`src/rtl/surfboard_seq.sv`:
```
// rtl/surfboard_seq.sv - sequential NxN matrix multiply-accumulate over one shared multiplier
// C = A*B (or C + A*B) computed one multiply-add per cycle, k innermost, then j, then i.
module surfboard_seq #(
   parameter int N      = 3,
   parameter int W      = 2,
   parameter int OW     = 6,
   parameter int SIGNED = 1
) (
   input  logic                        clk,
   input  logic                        rst,
   input  logic                        in_valid,
   output logic                        in_ready,
   input  logic                        acc_en,
   input  logic [0:N*N-1][W-1:0]       A,
   input  logic [0:N*N-1][W-1:0]       B,
   output logic                        out_valid,
   input  logic                        out_ready,
   output logic [0:N*N-1][OW-1:0]      C,
   output logic                        busy
);

   localparam int CW = $clog2(N);
   localparam int IW = $clog2(N*N);
   // Multiply wide enough that the low OW bits equal the extended/truncated 2W-bit product.
   localparam int EW = (OW > 2*W) ? OW : 2*W;
   localparam logic [CW-1:0] LAST = CW'(N-1);
   localparam logic SX = (SIGNED != 0);

   typedef enum logic [1:0] {IDLE, COMPUTE, DONE} state_t;

   state_t                   state;
   logic [0:N*N-1][W-1:0]    a_q;
   logic [0:N*N-1][W-1:0]    b_q;
   logic                     acc_en_q;
   logic [CW-1:0]            i;
   logic [CW-1:0]            j;
   logic [CW-1:0]            k;
   logic [OW-1:0]            acc;

   logic [IW-1:0]            a_idx;
   logic [IW-1:0]            b_idx;
   logic [IW-1:0]            c_idx;
   logic [W-1:0]             a_el;
   logic [W-1:0]             b_el;
   logic [EW-1:0]            a_ext;
   logic [EW-1:0]            b_ext;
   logic [EW-1:0]            prod;
   logic [OW-1:0]            base;
   logic [OW-1:0]            sum;

   always_comb begin
      a_idx = IW'(i) * IW'(N) + IW'(k);
      b_idx = IW'(k) * IW'(N) + IW'(j);
      c_idx = IW'(i) * IW'(N) + IW'(j);
      a_el  = a_q[a_idx];
      b_el  = b_q[b_idx];
      a_ext = {{(EW-W){a_el[W-1] & SX}}, a_el};
      b_ext = {{(EW-W){b_el[W-1] & SX}}, b_el};
      prod  = a_ext * b_ext;
      // First term of each element seeds from the held C when accumulating.
      if (k == '0)
         base = acc_en_q ? C[c_idx] : '0;
      else
         base = acc;
      sum = base + prod[OW-1:0];
   end

   always_ff @(posedge clk or posedge rst) begin
      if (rst) begin
         state     <= IDLE;
         in_ready  <= 1'b1;
         out_valid <= 1'b0;
         busy      <= 1'b0;
         C         <= '0;
         a_q       <= '0;
         b_q       <= '0;
         acc_en_q  <= 1'b0;
         i         <= '0;
         j         <= '0;
         k         <= '0;
         acc       <= '0;
      end else begin
         case (state)
            IDLE: begin
               if (in_valid) begin
                  a_q      <= A;
                  b_q      <= B;
                  acc_en_q <= acc_en;
                  i        <= '0;
                  j        <= '0;
                  k        <= '0;
                  state    <= COMPUTE;
                  in_ready <= 1'b0;
                  busy     <= 1'b1;
               end
            end
            COMPUTE: begin
               if (k == LAST) begin
                  C[c_idx] <= sum;
                  k        <= '0;
                  if (j == LAST) begin
                     j <= '0;
                     if (i == LAST) begin
                        i         <= '0;
                        state     <= DONE;
                        busy      <= 1'b0;
                        out_valid <= 1'b1;
                     end else begin
                        i <= i + 1'b1;
                     end
                  end else begin
                     j <= j + 1'b1;
                  end
               end else begin
                  acc <= sum;
                  k   <= k + 1'b1;
               end
            end
            DONE: begin
               if (out_ready) begin
                  state     <= IDLE;
                  out_valid <= 1'b0;
                  in_ready  <= 1'b1;
               end
            end
            default: state <= IDLE;
         endcase
      end
   end

endmodule

```
`config.mk`:
```
export PLATFORM = sky130hd
export DESIGN_NAME = surfboard_seq
export DESIGN_NICKNAME = d
export VERILOG_FILES = /design/src/rtl/surfboard_seq.sv
export SDC_FILE = /design/constraint.sdc
export NUM_CORES = 1
export LEC_CHECK = 0
export BUFFER_PORTS_ARGS = -buffer_cell sky130_fd_sc_hd__buf_2
export CAP_MARGIN = 20
export CORE_AREA = 2 2 89 125
export CTS_CLUSTER_SIZE = 16
export DETAILED_ROUTE_END_ITERATION = 6
export DIE_AREA = 0 0 91 127
export PLACE_DENSITY_LB_ADDON = 0.2
export SYNTH_ARGS = -nofsm -noshare
export SYNTH_HDL_FRONTEND = slang
export SYNTH_SLANG_ARGS = --single-unit
```
`constraint.sdc`:
```
create_clock -name clk -period 7.03 [get_ports clk]
set_input_delay 0.703 -clock clk [delete_from_list [all_inputs] [get_ports clk]]
set_output_delay 0.703 -clock clk [all_outputs]
set_load 0.02 [all_outputs]
```
[Word level (Yosys, flattened, before mapping)]
Index checks and enable logic that the tools add are counted.
W data, S select, Z words.
Storage, ports and cells
  register bits: 108
  input port bits: 41
  output and inout port bits: 57
  logic and storage cells: 123
Cells by class
  $add $sub $neg: 7
  $mul: 3
  order comparisons: 4
  equal/unequal tests: 10
  mux-type cells: 43
  bitwise gates (word level): 4
  reduce and logical (&&, ||, !) cells: 16
Operator list (count)
  $bwmux W54: 1
  $mux W2: 16
  $mux W6: 5
  $bmux W6 S4: 1
  $demux W6 S4: 1
  $bmux W2 S4: 2
  $ge A5 B5 Y1 const B: 3
  $not A4 Y5: 3
  $reduce_and A5 Y1: 3
  $add A4 B2 Y4: 3
  $pmux W2 S2: 3
  $mux W1: 10
  $ne A2 B2 Y1 const B: 5
  $eq A2 B2 Y1 const B: 4
  $mul A2 B2 Y4 const B: 2
  $reduce_and A2 Y1: 4
  $add A2 B1 Y2 const B: 3
  $add A6 B6 Y6: 1
  $pmux W1 S2: 3
  $pmux W2 S3: 1
  $reduce_and A3 Y1: 2
  $reduce_bool A2 Y1: 3
  $lt A5 B1 Y1 const B: 1
  $logic_not A2 Y1: 2
  5 further kinds: 5

[Logic depth before layout (Yosys ltp)]
  word-level depth: 10
  gate-level depth with buffers: 20

[Least setup slack after synthesis]
No wires, ideal clock.
  path kind: register to register
  from: register i[0]
  to: register C[17] in the netlist's numbering
  library setup time: 0.131 ns
  arrival: 4.788 ns
  data required time: 6.899 ns
  setup slack: 2.111 ns
  cell stages (with the launch flop): 20
  path through: dfrtp_1 inv_1 ha_1 inv_1 fa_1 mux4_2 mux2i_1 mux2_2 inv_1 and2_1 fa_1 fa_1 inv_1 ha_1 nand2_1 o211ai_1 a21oi_1 xnor2_4 xnor2_4 o21ai_1
On the way
  word-level cells in the longest chain between the ends: 10
  elaborated cells on any way between the ends: 21
  classes of those cells: 3 x add/sub; 2 x mul; 2 x order compare; 11 x mux; 2 x bitwise; 1 x reduce/logical
RTL lines
  start, declared: RTL line 35  | logic [CW-1:0] i;
  start signal, assigned: RTL line 109  | i <= i + 1'b1;
  $mul A2 B2 Y4 *: RTL line 52, 54
  branches (longest 8 deep; another with $add A6 B6 Y6)
  $bwmux W54 *: RTL line 99  | C[c_idx] <= sum;
  end signal, assigned by index: RTL line 99
  end, declared: RTL line 18  | output logic [0:N*N-1][OW-1:0] C,
Every way passes the cells marked *. The select of a mux whose other input is x is not followed.
A chain may end at the register's enable or synchronous reset.

[Worst setup path in the final report]
  from: register i[0]
  to: register C[29] in the netlist's numbering
The elaborated chain is that of the path after synthesis.

==> results.toml <==
[synth]
yosys.area.top_type_share = 0.471
ys_top_cells_by_area = "dfrtp_1 (47%), mux2_2 (16%), mux4_2 (6.3%)"
synthFlopType = "dfrtp_1"
synthCells = 448
synthesis.area_mm2 = 0.00568
yosysTopAreaCell = "dfrtp_1"
ys_ff_latch = 108
syn_nets = 514
synth-edff-count = 0
postSynthAreaPerCell_um2 = 12.7
yosys_warnings = 0
synth_common_cells = "dfrtp_1 (107), mux2_2 (80), nand2_1 (37)"
synth_most_common_cell = "dfrtp_1"
yosysSeqAreaShare = 0.476
synth_cell_types = 51
synthArstFlopShare = 1.00

[global_route]
antenna_found_initial = 0
track_usage = 0.223
grt_pass1_vias = 3973
grt_max_degree = 60
grt_first_pass_wirelength_um = 20200
grt_remaining_overflow = 0

[final_layout]
syn2layout_area_growth_pct = 16.2
n_antenna_cell = 0
nNetsFinal = 602
final_layout_size_suffix_gt1_frac = 0.414

[sta]
setup_viol = 0
relSlewSlack = 0.304
grt_setup_unrepaired = "false"
worst_slack_ps = 1650
period_minus_slack_ps = 5380
fin_skew_ps = 6.64
max_freq_mhz = 186
tightest_slew_ps = 1040
fin_setup_tns_ps = 0
slew_viol_final = 0
final_hold_viol_count = 0
fin_crit_sh = 0.765
whs_ps = 423

[cts]
cts.sinks = 108
clock_path_buffers = 2
path_clk_slew_ps = 70
cts_tree = "done"
root_buffer = "clkbuf_16"
clk_latency_ps = 350
cts_hold_buf = 0
cts_buffers = 9
cts-htree-levels = 3
cts-resized-gates = 0
cts_setup_buffers = 0

[setup_path]
start_kind = "flip-flop"
cp-end-kind = "flip-flop"
worstSetupPathType = "reg2reg"
crit_fanout = 9
crit_start = "i[0]$_DFFE_PP0P_"
cp.required_ps = 7230
rr_startpoint = "i[0]$_DFFE_PP0P_"
arrival_ps = 5580

[run]
maxCapViolations = 0

[placement]
pre_cts_ws_ps = 1670
io_buffers = 97
dp_hpwl_um = 9040
gp_congestion = 0.888

[die]
io_pins = 98
core_mm2 = 0.0103
dieHeight_um = 127
start_util = 0.549
dieArea_mm2 = 0.0116
die_w_um = 91
rows = 44

[detailed_routing]
dr.first_iter.drc_count = 93
drc = 0
ant_nets = 0
avgViaCountPerCell = 5.68
drtPass1Iterations = 5
post_drt_wl_per_cell_um = 18.1
route.vias.total = 3855
routed_wl_um = 12300

[status]
outcome = "completed"

[worst_hold_path]
hold_class = "in2async"
==> path summary, 6_finish.rpt <==
check | endpoint | slack, ps | cells after the start
max | C[29]$_DFFE_PP0P_ | 1650 | 19
min | b_q[7]$_DFFE_PP0P_ | 420 | 2
min reg2reg | acc[1]$_DFFE_PP0P_ | 480 | 2
min in group clk | acc[1]$_DFFE_PP0P_ | 480 | 2
max in group asynchronous | C[41]$_DFFE_PP0P_ | 5460 | 3
max reg2reg | C[29]$_DFFE_PP0P_ | 1650 | 19
==> cells by family (layout without fill, tap and decap cells) <==
family | Yosys count | in the layout | synth area share
AOI/OAI and AO/OA | 62 | 62 | 0.0714
xor gates and xnor gates | 11 | 11 | 0.0249
adders and majority gates | 25 | 25 | 0.0643
buffers and inverters | 42 | 135 | 0.0326
DFF | 108 | 108 | 0.476
muxes | 106 | 106 | 0.251
and+or+nand+nor | 94 | 94 | 0.0797
==> stage by stage <==
step,std cells,instance area (um2),util
final,679,6600,0.638
after global routing,679,6600,0.638
after detailed placement,663,6250,0.604
after CTS,679,6600,0.638
after floorplan,448,5680,-
after global placement,663,6250,0.604
==> cells in the final DEF, fill, tap and decap left out, types with 3 or more instances in the layout <==
| cell | n |
|---|---|
| a21oi_1 | 19 |
| and2_1 | 3 |
| buf_2 | 97 |
| bufinv_16 | 3 |
| clkbuf_16 | 9 |
| dfrtp_1 | 107 |
| fa_1 | 7 |
| ha_1 | 18 |
| inv_1 | 20 |
| mux2_2 | 80 |
| mux2i_1 | 6 |
| mux4_1 | 4 |
| mux4_2 | 16 |
| nand2_1 | 37 |
| nand3_1 | 4 |
| nor2_1 | 26 |
| nor2b_1 | 7 |
| o21ai_0 | 21 |
| o21ai_1 | 4 |
| o41ai_1 | 3 |
| xnor2_1 | 5 |
| xor2_1 | 3 |
==> sequential cells by signal, indices dropped and copies added, names as in the netlist <==
name       flops
C             54
a_q           18
b_q           18
acc            6
i              2
j              2
k              2
state          2
acc_en_q       1
busy           1
in_ready       1
out_valid      1
==> layer usage <==
layer | track usage | share of wire | vias up | routed length, um
li1 | - | - | 1770 | -
met1 | 0.275 | 0.40 | 1943 | 4910
met2 | 0.399 | 0.53 | 120 | 6530
met3 | 0.0377 | 0.045 | 22 | 556
met4 | 0.0749 | 0.022 | 0 | 265
met5 | 0 | 0 | - | 0
==> area by class of cell <==
cell class,instances,area [um2]
repair buffers,98,493
multi-input cells,298,2800
clock buffers,10,239
fillers,837,3750
clock inverters,6,111
well taps,138,173
inverters,21,81.3
flip-flops and latches,108,2700
==> critical path, stage by stage (launching register included) <==
cell      delay [ps]
dfrtp_1          440
inv_1            110
ha_1             390
inv_1             90
fa_1             710
mux4_2           540
mux2i_1          140
mux2_2           170
inv_1             40
and2_1           160
fa_1             400
fa_1             490
inv_1            130
ha_1             280
nand2_1           90
o211ai_1         100
a21oi_1          350
xnor2_4          160
xnor2_4          330
a21oi_1          110
Power is not shown: default switching activity piles up to over one toggle a cycle in this logic, so the estimate is an artifact.
